## src/rtl/bfu_r2_pipe.sv

```systemverilog
// Three-stage pipelined radix-2 DIT butterfly: X = A + B*W, Y = A - B*W on packed {imag, real} words.
// Optional build macro BFU_SAT_EN: saturate out-of-range results instead of wrapping.
module bfu_r2_pipe #(
  parameter int DW      = 16,
  parameter int TW_FRAC = 0
) (
  input  logic            clk,
  input  logic            reset,
  input  logic            in_valid,
  output logic            in_ready,
  input  logic [2*DW-1:0] a,
  input  logic [2*DW-1:0] b,
  input  logic [2*DW-1:0] tw,
  input  logic            conj,
  input  logic            scale,
  output logic            out_valid,
  input  logic            out_ready,
  output logic [2*DW-1:0] x,
  output logic [2*DW-1:0] y,
  output logic            ovf
);

  localparam int PW = 2*DW + 2;
  localparam int SW = 2*DW + 3;

  function automatic logic signed [PW-1:0] sext_p(input logic [DW-1:0] v);
    return {{(PW-DW){v[DW-1]}}, v};
  endfunction

  function automatic logic signed [SW-1:0] sext_s(input logic [DW-1:0] v);
    return {{(SW-DW){v[DW-1]}}, v};
  endfunction

  // A value fits in signed DW when every bit from DW-1 upward equals the sign.
  function automatic logic fits(input logic signed [SW-1:0] v);
    logic signed [SW-1:0] h;
    h = v >>> (DW-1);
    return (h == '0) || (h == '1);
  endfunction

  function automatic logic [DW-1:0] reduce(input logic signed [SW-1:0] v);
    logic [DW-1:0] lim;
`ifdef BFU_SAT_EN
    lim = v[SW-1] ? {1'b1, {(DW-1){1'b0}}} : {1'b0, {(DW-1){1'b1}}};
`else
    lim = v[DW-1:0];
`endif
    return fits(v) ? v[DW-1:0] : lim;
  endfunction

  logic advance;
  assign advance  = !out_valid || out_ready;
  assign in_ready = advance && !reset;

  logic            s1_valid, s1_conj, s1_scale;
  logic [2*DW-1:0] s1_a, s1_b, s1_tw;

  always_ff @(posedge clk or posedge reset) begin
    if (reset) begin
      s1_valid <= 1'b0;
      s1_conj  <= 1'b0;
      s1_scale <= 1'b0;
      s1_a     <= '0;
      s1_b     <= '0;
      s1_tw    <= '0;
    end else if (advance) begin
      s1_valid <= in_valid;
      s1_conj  <= conj;
      s1_scale <= scale;
      s1_a     <= a;
      s1_b     <= b;
      s1_tw    <= tw;
    end
  end

  // Complex product at PW bits so that negating the most negative twiddle is exact.
  logic signed [PW-1:0] br, bi, wr, wi, wi_c, pr_full, pi_full;

  always_comb begin
    br      = sext_p(s1_b[DW-1:0]);
    bi      = sext_p(s1_b[2*DW-1:DW]);
    wr      = sext_p(s1_tw[DW-1:0]);
    wi      = sext_p(s1_tw[2*DW-1:DW]);
    wi_c    = s1_conj ? -wi : wi;
    pr_full = br * wr - bi * wi_c;
    pi_full = br * wi_c + bi * wr;
  end

  logic                 s2_valid, s2_scale;
  logic [2*DW-1:0]      s2_a;
  logic signed [PW-1:0] s2_pr, s2_pi;

  always_ff @(posedge clk or posedge reset) begin
    if (reset) begin
      s2_valid <= 1'b0;
      s2_scale <= 1'b0;
      s2_a     <= '0;
      s2_pr    <= '0;
      s2_pi    <= '0;
    end else if (advance) begin
      s2_valid <= s1_valid;
      s2_scale <= s1_scale;
      s2_a     <= s1_a;
      s2_pr    <= pr_full >>> TW_FRAC;
      s2_pi    <= pi_full >>> TW_FRAC;
    end
  end

  logic signed [SW-1:0] ar3, ai3, pr3, pi3, xr, xi, yr, yi;
  logic                 ovf_next;

  always_comb begin
    ar3 = sext_s(s2_a[DW-1:0]);
    ai3 = sext_s(s2_a[2*DW-1:DW]);
    pr3 = {s2_pr[PW-1], s2_pr};
    pi3 = {s2_pi[PW-1], s2_pi};
    xr  = ar3 + pr3;
    xi  = ai3 + pi3;
    yr  = ar3 - pr3;
    yi  = ai3 - pi3;
    if (s2_scale) begin
      xr = xr >>> 1;
      xi = xi >>> 1;
      yr = yr >>> 1;
      yi = yi >>> 1;
    end
    ovf_next = !fits(xr) || !fits(xi) || !fits(yr) || !fits(yi);
  end

  always_ff @(posedge clk or posedge reset) begin
    if (reset) begin
      out_valid <= 1'b0;
      x         <= '0;
      y         <= '0;
      ovf       <= 1'b0;
    end else if (advance) begin
      out_valid <= s2_valid;
      x         <= {reduce(xi), reduce(xr)};
      y         <= {reduce(yi), reduce(yr)};
      ovf       <= ovf_next;
    end
  end

endmodule
```

## config.mk

```make
export PLATFORM = sky130hd
export DESIGN_NAME = bfu_r2_pipe
export DESIGN_NICKNAME = d
export VERILOG_FILES = /design/src/rtl/bfu_r2_pipe.sv
export SDC_FILE = /design/constraint.sdc
export NUM_CORES = 2
export LEC_CHECK = 0
export CORE_UTILIZATION = 40
export CTS_CLUSTER_DIAMETER = 150
export DETAILED_ROUTE_END_ITERATION = 8
export SLEW_MARGIN = 5
export SYNTH_ARGS = -nofsm -noshare
export SYNTH_HDL_FRONTEND = slang
export SYNTH_SLANG_ARGS = --single-unit
```

## constraint.sdc

```tcl
create_clock -name clk -period 26.7 [get_ports clk]
set_input_delay 5.34 -clock clk [delete_from_list [all_inputs] [get_ports clk]]
set_output_delay 5.34 -clock clk [all_outputs]
set_load 0.1 [all_outputs]
```

# Word level (Yosys, flattened, before mapping)
# Cells that the tools add are included.
# classes
mux,5
reduce_logical,19
eq_ne,4
addsub,7
shift,0
multipliers,4
div,0
magnitude_cmp,0
n_bitwise,0
# op_table
cell,n
34-bit two-way mux,5
35-bit equality test (second input constant),4
35-bit zero test,4
16-bit by 34-bit adder with 35-bit output,2
16-bit by 34-bit subtractor with 35-bit output,2
16-bit by 34-bit multiplier with 34-bit output,2
16-bit by 16-bit multiplier with 32-bit output,2
34-bit by 32-bit adder with 34-bit output,1
16-bit negation with 34-bit output,1
32-bit by 34-bit subtractor with 34-bit output,1
1-bit logical OR,8
1-bit zero test,6
1-bit logical AND,1
# word_totals
mem_bits_rw,0
mem_bits_ro,0
ff_bits,267
inputBits,102
output_inout_bits,67
latch_bits,0
wordCells,54
mem_count,0

# Depth between registers and ports, before layout
# depth
ltp_word,8
ltp_mapped,36
depth_no_buf,35

# Worst setup path after synthesis
# OpenSTA, ideal clock, no wires.
# synth_timing
path_kind,input port to output port
startpoint,input out_ready
endpoint,output in_ready
stages,5
setup_slack_ps,14125
arrival_ps,7235
n_path_buf,3
required_ps,21360
path_cell_list,nor2b_1 -> clkbuf_1 -> clkbuf_1 -> clkbuf_1 -> nor2_1
# synth_via
elab_chain_cells,2
# synth_lines
element,line,text
"start, declared",17,"input logic out_ready,"
1-bit logical OR,52,assign advance = !out_valid || out_ready;
1-bit logical AND,53,assign in_ready = advance && !reset;
"end, declared",10,"output logic in_ready,"
# No other way between the ends.

# Final worst setup path
# Same ends and word-level chain as after synthesis.

==> impl_metrics.env <==
export IMPL_outcome="completed"
export IMPL_rows=148
export IMPL_grt_max_degree=152
export IMPL_yosys_area_share_simple_pct=17.23
export IMPL_skew_ns=0.07094
export IMPL_syn_nets=9589
export IMPL_grt_pass1_wl_um=283100
export IMPL_cts_root_buf="clkbuf_16"
export IMPL_critPathCaptureType="output port"
export IMPL_cp_data_arrival_time_ns=7.22
export IMPL_ctsHoldBuffers=0
export IMPL_areaGrowthSynthToFinish_pct=7.365
export IMPL_register_area_mm2=0.006688
export IMPL_grt_pass1_vias=51840
export IMPL_die_area_mm2=0.1669
export IMPL_layout_commonest_cell="inv_1"
export IMPL_reg2reg_depth=33
export IMPL_dp_hpwl_um=135600
export IMPL_synth_xor_area_share_pct=3.207
export IMPL_path_buf_inv=2
export IMPL_finalNetCount=9492
export IMPL_cts_tree="done"
export IMPL_path_delay_family="buffers and inverters"
export IMPL_synth_cell_types=90
export IMPL_critPathKind="in -> out"
export IMPL_start_util_pct=40.47
export IMPL_dpl_cell_area_mm2=0.06985
export IMPL_vias=49380
export IMPL_die_h_um=408.5
export IMPL_hold_class="reg -> reg"
export IMPL_ys_flop_type="dfrtp_1"
export IMPL_crit_chain="clkdlybuf4s50_1, nor2b_4, nor2_1, clkdlybuf4s50_1"
export IMPL_path_common_cell="clkdlybuf4s50_1"
export IMPL_startpoint_type="input port"
export IMPL_synth_mux_area_share_pct=0.8329
export IMPL_dr_pass1_iters=6
export IMPL_synth_edf_count=0
export IMPL_coreArea_mm2=0.1633
export IMPL_max_freq_mhz=79.60
export IMPL_grt_usage_pct=21.21
export IMPL_hold_viol=0
export IMPL_maxCapViolations=0
export IMPL_layout_worst_path_cycle_share_pct=47.05
export IMPL_antenna_left=0
export IMPL_viasPerCell=5.041
export IMPL_synthArstFlopShare_pct=100.0
export IMPL_period_needed_ns=12.56
export IMPL_tightest_slew_ns=1.120
export IMPL_slew_violations=0
export IMPL_wirelength_um=171800
export IMPL_cts_max_path_buffers=3
export IMPL_clk_latency_ns=0.63
export IMPL_drtIter0Drc=3225
export IMPL_drc=0
export IMPL_drive_gt1_share_pct=3.214
export IMPL_multi_input_area_mm2=0.05129
export IMPL_portBuffers=168
export IMPL_finish_instance_area_mm2=0.07097
export IMPL_ys_seq_area_share_pct=10.11
export IMPL_postCtsSetupBuffers=0
export IMPL_critPathMaxFanout=3
export IMPL_cp_depth=4
export IMPL_cts_buffers=35
export IMPL_grt_overflow_total=0
export IMPL_synthesis_instances=7695
export IMPL_cpPeakStageDelay_ns=1.14
export IMPL_die_w_um=408.5
export IMPL_clkTransAtPathRegs_ns=0.06
export IMPL_cp_required_ns=21.36
export IMPL_ioPinCount=169
export IMPL_hold_path_cell_count=2
export IMPL_layout_common_cells="inv_1 (1,787), fa_1 (1,322), nand2_1 (1,187)"
export IMPL_antenna_found_initial=0
export IMPL_ys_seq_elements=267
export IMPL_gp_congestion=0.8890
export IMPL_synth_compound_area_share_pct=7.212
export IMPL_cts_resized=0
export IMPL_rsz0062_at_grt="false"
export IMPL_nFillCells=16320
export IMPL_cts_sinks=267
export IMPL_synth_top_family_by_area="adder cells"
export IMPL_cts_htree_levels=2
export IMPL_post_drt_wl_per_cell_um=17.53
export IMPL_syn_area_per_cell_um2=8.590
export IMPL_synth_adder_area_share_pct=48.93
export IMPL_finalSetupViolCount=0
export IMPL_crit_slowest_cell="clkdlybuf4s50_1"
export IMPL_netlist_area_mm2=0.06610
export IMPL_antennaDiodeCount=0
export IMPL_relSlewSlack_pct=25.36
export IMPL_ys_warn_count=0
export IMPL_fin_tns_setup_ns=0
[synthesized netlist by cell type, drive strengths merged, types with 24 or more instances]
| library cell | number | area share, % |
|---|---|---|
| a21o | 51 | 0.58 |
| a21oi | 225 | 1.7 |
| a31oi | 35 | 0.33 |
| and2 | 564 | 5.3 |
| buf | 29 | 0.21 |
| clkbuf | 369 | 2.1 |
| dfrtp | 267 | 10 |
| fa | 1322 | 40 |
| ha | 470 | 8.9 |
| inv | 1791 | 10 |
| mux2 | 24 | 0.41 |
| mux2i | 28 | 0.42 |
| nand2 | 1187 | 6.7 |
| nand2b | 54 | 0.51 |
| nand3 | 34 | 0.26 |
| nor2 | 300 | 1.7 |
| nor2b | 56 | 0.53 |
| nor3 | 66 | 0.51 |
| nor4 | 24 | 0.23 |
| o211ai | 25 | 0.28 |
| o21a | 24 | 0.27 |
| o21ai | 161 | 1.2 |
| xnor2 | 193 | 2.6 |
| xor2 | 49 | 0.65 |
[metrics by stage]
step	worst slack, ns	hold slack [ns]	std cells	util, %
3_5_place_dp	14.13	0.4507	9736	42.77
4_1_cts	14.12	0.4704	9797	43.45
5_1_grt	14.10	0.4831	9797	43.45
2_1_floorplan	14.01	0.4300	7695	-
6_report	14.14	0.4644	9797	43.45
3_3_place_gp	14.12	0.4431	9736	42.77
[state kept, by name (all words and copies together) (netlist names), 32 cells and up]
| name | flops |
|---|---|
| s1_a | 32 |
| s1_b | 32 |
| s1_tw | 32 |
| s2_a | 32 |
| s2_pi | 34 |
| s2_pr | 34 |
| x | 32 |
| y | 32 |
[final cells by class]
cell class / instances / area share, %
inverters: 1792 / 9.489
clock buffers: 47 / 1.396
well taps: 2175 / 3.835
clock inverters: 14 / 0.1816
flip-flops and latches: 267 / 9.423
repair buffers: 264 / 3.399
multi-input cells: 5238 / 72.28
[routing by layer]
layer	global-route usage, %	wire (um)
met2	35.12	80370
met3	2.178	9255
met1	30.07	78400
met4	4.307	3741
met5	0	0
[cells by family (layout without fill, tap and decap cells)]
logic type / count (synthesis) / in the layout
and+or+nand+nor: 2418 / 2418
AOI/OAI and AO/OA: 734 / 734
xor gates and xnor gates: 242 / 242
buffers and inverters: 2190 / 2117
DFF: 267 / 267
adders and majority gates: 1792 / 1792
muxes: 52 / 52
[worst register-to-register path: cells and delay by family, from the launching register on]
kind	cells	cell delay, ns
and+or+nand+nor	6	2.01
adders and majority gates	9	4.34
DFF	1	0.44
buffers and inverters	5	0.62
xor gates and xnor gates	1	0.15
AOI/OAI and AO/OA	12	2.74
[worst paths after layout]
kind	startpoint	endpoint	slack, ns
min in group asynchronous	reset	s1_tw[6]	5.24
max	out_ready	in_ready	14.14
max reg2reg	s1_tw[18]	s2_pr[32]	16.36
min reg2reg	s1_b[18]	s1_b[18]	0.46
max in group asynchronous	reset	s2_scale	19.89
min	s1_b[18]	s1_b[18]	0.46
Power is not shown: default switching activity piles up to over one toggle a cycle in this logic, so the estimate is an artifact.
